File: src/rtl/interleaver_commutator_ctrl.sv
// Commutator controller for the byte-wide convolutional interleaver.
// Walks a branch pointer across the delay branches, enables the selected
// branch shift, muxes its oldest byte to the output and tracks sync lock.
module interleaver_commutator_ctrl #(
  parameter int unsigned NUM_BRANCH = 12,
  parameter int unsigned DATA_W     = 8,
  parameter int unsigned PKT_LEN    = 204,
  parameter int unsigned MISS_LIMIT = 3
) (
  input  logic                         clk,
  input  logic                         reset,
  input  logic                         in_valid,
  input  logic [DATA_W-1:0]            in_data,
  input  logic                         in_sync,
  input  logic [NUM_BRANCH*DATA_W-1:0] branch_q,
  output logic [NUM_BRANCH-1:0]        branch_en,
  output logic [DATA_W-1:0]            branch_d,
  output logic                         out_valid,
  output logic [DATA_W-1:0]            out_data,
  output logic                         out_sync,
  output logic                         locked,
  output logic                         sync_err
);

  localparam int unsigned IDX_W  = (NUM_BRANCH > 1) ? $clog2(NUM_BRANCH) : 1;
  localparam int unsigned CNT_W  = (PKT_LEN > 1) ? $clog2(PKT_LEN) : 1;
  localparam int unsigned MISS_W = $clog2(MISS_LIMIT + 1);

  localparam logic [0:0] ST_HUNT = 1'b0;
  localparam logic [0:0] ST_LOCK = 1'b1;

  logic [0:0]        state_q, state_d;
  logic [IDX_W-1:0]  idx_q, idx_d;
  logic [CNT_W-1:0]  cnt_q, cnt_d;
  logic [MISS_W-1:0] miss_q, miss_d;
  logic              out_valid_q, out_valid_d;
  logic [DATA_W-1:0] out_data_q, out_data_d;
  logic              out_sync_q, out_sync_d;
  logic              locked_q, locked_d;
  logic              sync_err_q, sync_err_d;

  logic              accept;
  logic              sync_miss;
  logic              sync_slip;
  logic [IDX_W-1:0]  eff_idx;
  logic [CNT_W-1:0]  eff_cnt;
  logic [DATA_W-1:0] sel_data;

  assign branch_d  = in_data;
  assign out_valid = out_valid_q;
  assign out_data  = out_data_q;
  assign out_sync  = out_sync_q;
  assign locked    = locked_q;
  assign sync_err  = sync_err_q;

  // Accept decision, effective pointer (a sync byte restarts the packet) and output mux
  always_comb begin
    accept    = in_valid && ((state_q == ST_LOCK) || in_sync);
    sync_miss = (state_q == ST_LOCK) && in_valid && !in_sync && (cnt_q == '0);
    sync_slip = (state_q == ST_LOCK) && in_valid && in_sync && (cnt_q != '0);
    eff_idx   = in_sync ? '0 : idx_q;
    eff_cnt   = in_sync ? '0 : cnt_q;
    sel_data  = in_data;
    for (int j = 0; j < int'(NUM_BRANCH); j++) begin
      if (eff_idx == IDX_W'(j)) begin
        sel_data = branch_q[j*DATA_W +: DATA_W];
      end
    end
    if (eff_idx == '0) begin
      sel_data = in_data;
    end
  end

  // One-hot shift enable for the selected delay branch; branch 0 has no buffer
  always_comb begin
    branch_en = '0;
    for (int j = 1; j < int'(NUM_BRANCH); j++) begin
      branch_en[j] = reset && accept && (eff_idx == IDX_W'(j));
    end
  end

  // Next-state: pointer/counter advance, lock FSM and registered outputs
  always_comb begin
    state_d     = state_q;
    idx_d       = idx_q;
    cnt_d       = cnt_q;
    miss_d      = miss_q;
    out_valid_d = 1'b0;
    out_data_d  = out_data_q;
    out_sync_d  = 1'b0;
    sync_err_d  = sync_miss || sync_slip;

    if (accept) begin
      out_valid_d = 1'b1;
      out_data_d  = sel_data;
      out_sync_d  = (eff_cnt == '0);
      idx_d       = (eff_idx == IDX_W'(NUM_BRANCH - 1)) ? '0 : eff_idx + IDX_W'(1);
      cnt_d       = (eff_cnt == CNT_W'(PKT_LEN - 1)) ? '0 : eff_cnt + CNT_W'(1);
    end

    case (state_q)
      ST_HUNT: begin
        if (accept) begin
          state_d = ST_LOCK;
          miss_d  = '0;
        end
      end
      default: begin
        if (in_valid) begin
          if (in_sync) begin
            miss_d = '0;
          end else if (cnt_q == '0) begin
            if (miss_q == MISS_W'(MISS_LIMIT - 1)) begin
              state_d = ST_HUNT;
              idx_d   = '0;
              cnt_d   = '0;
              miss_d  = '0;
            end else begin
              miss_d = miss_q + MISS_W'(1);
            end
          end
        end
      end
    endcase

    locked_d = (state_d == ST_LOCK);
  end

  // State and output registers with synchronous active-low reset
  always_ff @(posedge clk) begin
    if (!reset) begin
      state_q     <= ST_HUNT;
      idx_q       <= '0;
      cnt_q       <= '0;
      miss_q      <= '0;
      out_valid_q <= 1'b0;
      out_data_q  <= '0;
      out_sync_q  <= 1'b0;
      locked_q    <= 1'b0;
      sync_err_q  <= 1'b0;
    end else begin
      state_q     <= state_d;
      idx_q       <= idx_d;
      cnt_q       <= cnt_d;
      miss_q      <= miss_d;
      out_valid_q <= out_valid_d;
      out_data_q  <= out_data_d;
      out_sync_q  <= out_sync_d;
      locked_q    <= locked_d;
      sync_err_q  <= sync_err_d;
    end
  end

endmodule

File: config.mk
export PLATFORM = sky130hd
export DESIGN_NAME = interleaver_commutator_ctrl
export DESIGN_NICKNAME = d
export VERILOG_FILES = /design/src/rtl/interleaver_commutator_ctrl.sv
export SDC_FILE = /design/constraint.sdc
export NUM_CORES = 1
export LEC_CHECK = 0
export BUFFER_PORTS_ARGS = -buffer_cell sky130_fd_sc_hd__buf_2
export CELL_PAD_IN_SITES_DETAIL_PLACEMENT = 2
export CELL_PAD_IN_SITES_GLOBAL_PLACEMENT = 2
export CORE_MARGIN = 1
export CORE_UTILIZATION = 26
export CTS_BUF_LIST = sky130_fd_sc_hd__clkbuf_4
export DETAILED_ROUTE_END_ITERATION = 10
export PLACE_DENSITY = 0.88
export SLEW_MARGIN = 20
export SYNTH_ARGS = -nofsm -noshare
export SYNTH_HDL_FRONTEND = slang
export SYNTH_SLANG_ARGS = --single-unit
File: constraint.sdc
create_clock -name clk -period 5.8 [get_ports clk]
set_input_delay 0.29 -clock clk [delete_from_list [all_inputs] [get_ports clk]]
set_output_delay 0.29 -clock clk [all_outputs]
set_load 0.02 [all_outputs]
; ---- Word-level counts from Yosys, hierarchy flattened
; Cells that the tools add are included.
[word_totals]
elab_cells = 94
latchBits = 0
ram_bits = 0
romBits = 0
memories = 0
out_inout_bits = 32
ff_bits = 26
inputBits = 108
[classes]
magnitude_cmp = 0
n_reduce_logical = 28
n_eq_ne = 15
div = 0
n_mul = 0
bitwise_logic = 0
shifts = 0
add_sub_neg = 3
n_mux = 40
[op_table]
columns = cell, count
row1 = $mux W8, 20
row2 = $mux W4, 8
row3 = $logic_and A1 B1 Y1, 18
row4 = $eq A4 B3 Y1 const B, 4
row5 = $eq A4 B4 Y1 const B, 4
row6 = $logic_not A8 Y1, 2
row7 = $mux W2, 6
row8 = $add A8 B1 Y8 const B, 1
row9 = $eq A4 B2 Y1 const B, 2
row10 = $eq A8 B8 Y1 const B, 1
row11 = $reduce_bool A8 Y1, 1
row12 = $mux W1, 6
row13 = $add A4 B1 Y4 const B, 1
row14 = $eq A4 B1 Y1 const B, 1
row15 = $logic_not A4 Y1, 1
row16 = $ne A3 B2 Y1 const B, 1
row17 = $reduce_and A3 Y1, 1
row18 = $add A2 B1 Y2 const B, 1
row19 = $eq A2 B2 Y1 const B, 1
row20 = $logic_or A1 B1 Y1, 2
row21 = $ne A2 B2 Y1 const B, 1
row22 = $reduce_and A2 Y1, 1
row23 = $reduce_bool A2 Y1, 1
row24 = $logic_not A1 Y1, 1

; ---- Longest topological paths before layout
[logic_depth]
depth_word = 14
ltp_mapped = 13
mapped_depth_nobuf = 8

; ---- Worst setup path after synthesis
; OpenSTA, ideal clock, no wires.
[synth_timing]
path_kind = in2reg
from = input in_sync
to = register out_data_q[0] (netlist: out_data[0])
n_path_buf = 5
arrival_ps = 2357
path_stages = 12
path_slack_ps = 3312
setup_ps = 131
required_time_ps = 5669
path_cell_list = buf_4 > buf_4 > buf_2 > nor2b_1 > inv_1 > ha_1 > buf_2 > clkbuf_1 > a221oi_1 > nor2_1 > nor4b_1 > o211ai_1
[synth_between]
elab_chain_len = 14
elab_cells_between_ends = 27
cone_classes = eq/ne (11) / mux (13) / reduce/logical (3)
[synth_rtl]
columns = element, line_no
row1 = from (decl), 14  ; input logic in_sync,
row2 = $mux W4, 61  ; eff_idx = in_sync ? '0 : idx_q;
row3 = $eq A4 B1 Y1, 65  ; if (eff_idx == IDX_W'(j)) begin
row4 = $mux W8 (11 in series), 65
row5 = $mux W8, 69  ; if (eff_idx == '0) begin
row6 = to (signal assigned), 147  ; out_data_q <= out_data_d;
row7 = to (decl), 37  ; logic [DATA_W-1:0] out_data_q, out_data_d;
; Parallel ways exist; a longest one is shown, timed or not.
; A chain may end at the register's enable or synchronous reset.

; ---- Final worst setup path
[layout_timing]
from = input in_sync
to = output branch_en[10]
[layout_between]
elab_chain_len = 4
elab_cells_between_ends = 6
cone_classes = eq/ne (1) / mux (1) / reduce/logical (4)
[layout_rtl]
columns = element, line_no
row1 = "parallel branches: the longest is 3 deep, another holds $mux W4", -
row2 = $logic_and A1 B1 Y1 (*), 78  ; branch_en[j] = reset && accept && (eff_idx == IDX_W'(j));
row3 = to (decl), 16  ; output logic [NUM_BRANCH-1:0] branch_en,
; Mark *: on every way between the ends.

==> results <==
- After layout, the worst path uses approximately three fifths of the clock period.
- After legalization and detailed placement, the total HPWL measured roughly 9500 um.
- In this run, CTS created clock tree buffers numbering 3.
- The CTS root buffer is clkbuf_4.
- The via count of the first global-routing pass is between 3k and 4k.
- The number of max-slew violations in the final report came to 0.
- Ranked by total cell area, the synthesized netlist is headed by dfxtp_1 (19%), o21ai_0 (6.3%), o22ai_1 (5.4%).
- Measured against its own limit, the worst slew margin works out to about 32%.
- The nature of the critical path startpoint is an input port.
- The slew at the pin closest to its max-slew limit is approximately 1000 ps.
- The clock drives 26 sinks.
- The routed layout has ~3.5k vias.
- The final routed wirelength across all metal layers is about 13000 um.
- The number of antenna cells inserted is 0.
- The level count of the clock H-tree is 1.
- On the critical path the largest part of the delay comes from buffers and inverters.
- The total of endpoints with negative setup slack in the final report is 0.
- In the final layout, the share of cells above drive strength 1 is between 30% and 40%.
- The static leakage is 0.00138 uW.
- Once routing completed, OpenROAD measured the worst setup slack at roughly 2400 ps.
- The area of the die is ~11000 um2.
- For this run, the post-layout net count is ~590.
- Summing every instance area after synthesis gives 2780 um2.
- Global routing consumed, over all layers together, a little under a quarter of the routing resources.
- The setup check on the worst reg-to-reg path leaves a slack of roughly 2600 ps.
- After clock tree synthesis, the clock-pin slew on the worst setup and hold paths is ~160 ps.
- The critical path contains buffers and inverters numbering 4 combined.
- The clock latency of the later-clocked register in the worst-skew pair is roughly 340 ps.
- The worst-case setup slack after placement is ~2100 ps.
- between 100 and 150 I/O pins were placed.
- The first global-routing pass estimated 20200 um of wire.
- Once the floorplan was initialized, standard cells occupied between 20% and 30% of the core.
- The number of unique standard cell types used by synthesis is 64.
- The time the final worst path needs with I/O delays and setup is roughly 3400 ps.
- The largest single stage delay on the critical path is 750 ps.
- The synthesis-to-finish area growth is 22.7%.
- The power per cell area is 128 nW/um2.
- The worst register-to-register path has a depth of 8.
- Dividing the detail-routed via count by the number of cells gives 5.78.
- Counting buffers and inverters, the worst setup path is 7 cells deep.
- The Yosys warning count is 0.
- On the final layout, the worst clock skew is roughly 12 ps.
- The worst setup path is of the input port to output port kind.
- The total nets after synthesis is roughly 500.
- Max-cap violations in this run came to 0.
- For this run, the register share of the synthesized area comes to 18.7%.
- Along the worst path, the maximum fanout reaches 39.
- The highest achievable clock rate is ~290 MHz.
- Entering global routing, the biggest net connects 40 pins.
- In the routed design, unresolved DRC markers number 0.
- The leading cell type in the layout, fill and taps excluded is buf_2.
- The post-CTS setup repair buffer count is 0.
- In the synthesized netlist the async set-or-reset flop fraction comes to 0%.
- The storage element area is 520 um2.
- The flow ran to the end, and the final reports show no timing, DRC or antenna violations.
- The worst path arrival time is between 3000 and 4000 ps.
- Once detail routing completed, the nets flagged for antenna violations numbered 0.
- The maximum vdd ir drop is 0.0000504 V.
- Of all cell types, the one taking the most synthesized area is dfxtp_1.
- The mean instance size in the synthesized netlist is 7.22 um2.
- Among all stages on the critical path, the largest delay is contributed by ha_1.
- The placer congestion estimate is around 0.85.
- The total negative slack is 0 ps.
- In this run, synthesis inferred 0 flip-flops with an integrated enable.
- The filler cells instantiated in the layout total around 1.3k.
- In the final layout, the multi-input gates occupy around 2000 um2.
- The element type at the critical path end is an output port.
- Synthesis inferred 26 register bits.
- The first routing iteration left 211 violations.
- Dividing the detail-routed wire length by the instance count gives around 21 um.
- Walking the worst path, the cells encountered are buf_2 -> nor2b_1 -> inv_1 -> ha_1 -> inv_1 -> nor3_1 -> buf_2.
- In the synthesized netlist the dominant register cell turns out to be dfxtp_1.
- The area of the core is about 10000 um2.
- At the worst endpoint, the required time is between 5000 and 6000 ps.
- After floorplanning, the core was divided into 37 placement rows.
- The clock passes through at most 2 buffers.
- The first TritonRoute pass finished after 4 iterations.
- The number of buffers inserted by port buffering is 130.
- The count of endpoints failing hold in the final timing report was 0.
- Leaving out fill and tap cells, the most frequent cells in the layout are buf_2 (130), o21ai_0 (35), nand2_1 (32).
- The total global routing overflow is 0.
- The post-synthesis instance total is approximately 390.
- The worst hold path depth is 2.
- The number of antenna violations at the first check in global routing is 0.
- The area fraction of the dominant cell type after synthesis is a little under a fifth.
- The type of the tightest min-delay check is input port to flop.
- Setup repair after global routing left no endpoint under its margin.
- Post-CTS repair changed the size of 0 cells.
- The number of buffers added to fix hold violations after cts is 0.
- The vertical die dimension is between 100 and 150 um.
- The die is between 100 and 150 um wide.
- The TritonCTS clock tree is built.
-- worst reg2reg max path, delay by kind of cell (launching register included) --
kind	cells	cell delay, ps
fa+ha+maj	1	520
compound gates	3	900
simple gates	3	1230
flops	1	420
buf+inv	1	110
-- path summary, 6_finish.rpt --
path	start	endpoint
max	in_sync	branch_en[10]
min	in_valid	locked
max reg2reg	idx_q[0]	out_data[6]
min reg2reg	cnt_q[1]	cnt_q[1]
-- kinds of logic after synthesis --
family / count (synthesis) / share of synthesized area, %
buffers and inverters: 53 / 9.54
muxes: 1 / 0.405
adders and majority gates: 6 / 2.70
xor gates and xnor gates: 2 / 0.630
DFF: 26 / 18.7
AOI/OAI and AO/OA: 154 / 38.1
other: 1 / 0.135
and+or+nand+nor: 142 / 29.8
-- cells in the mapped netlist (3+ instances only) --
| cell | n |
|---|---|
| ha_1 | 6 |
| dfxtp_1 | 26 |
| a22o_1 | 8 |
| nand3_1 | 18 |
| clkbuf_1 | 15 |
| nand2b_1 | 6 |
| o211ai_1 | 8 |
| a311oi_1 | 5 |
| o22ai_1 | 24 |
| o2111ai_1 | 4 |
| o21ai_2 | 3 |
| buf_4 | 11 |
| a211oi_1 | 7 |
| nor2_1 | 19 |
| o21ai_0 | 35 |
| and3_1 | 4 |
| a41oi_1 | 3 |
| a21o_1 | 3 |
| inv_1 | 10 |
| a22oi_1 | 4 |
| nor2b_1 | 14 |
| nand2_1 | 32 |
| a221oi_1 | 10 |
| nand3b_1 | 5 |
| nor3_1 | 17 |
| a21oi_1 | 21 |
| buf_2 | 14 |
| or3_1 | 5 |
-- layout make-up --
cell class / count / share of cell area (%)
Inverter: 11 / 1.21
Timing Repair Buffer: 131 / 19.3
Sequential cell: 26 / 15.3
Multi-Input combinational cell: 306 / 58.6
Tap cell: 136 / 4.99
Clock buffer: 3 / 0.660
-- metal layers --
metal  share of wire, %  GRT usage, %  routed length [um]  vias up
met1                 44          28.7                5540     1781
met5                  0             0                   0        -
met4                1.6          5.53                 201        0
met3                3.6          1.92                 457       20
met2                 51          41.2                6500      101
li1                   -             -                   -     1643
-- power breakdown --
| group | total, uW | switching [uW] | internal (uW) |
|---|---|---|---|
| clock network | 88.3 | 63.8 | 24.5 |
| registers | 193 | 6.15 | 187 |
| logic | 155 | 91.4 | 63.3 |
| total | 436 | 161 | 275 |
-- sequential cells by signal, summed over array words and instances, names as in the netlist --
name	flops
cnt_q	8
out_data	8
idx_q	4
miss_q	2
locked	1
out_sync	1
out_valid	1
sync_err	1
-- per-stage QoR --
stage / power (uW) / utilization [%] / instances / hold WS (ps) / cell area, um2
global route: 456 / 32.9 / 613 / 208 / 3410
floorplan: 285 / - / 385 / 380 / 2780
detailed placement: 351 / 32.6 / 610 / 490 / 3390
CTS: 440 / 32.9 / 613 / 195 / 3410
finish: 436 / 32.9 / 613 / 196 / 3410
global placement: 344 / 32.6 / 610 / 454 / 3390
(Power assumes the default switching activity.)
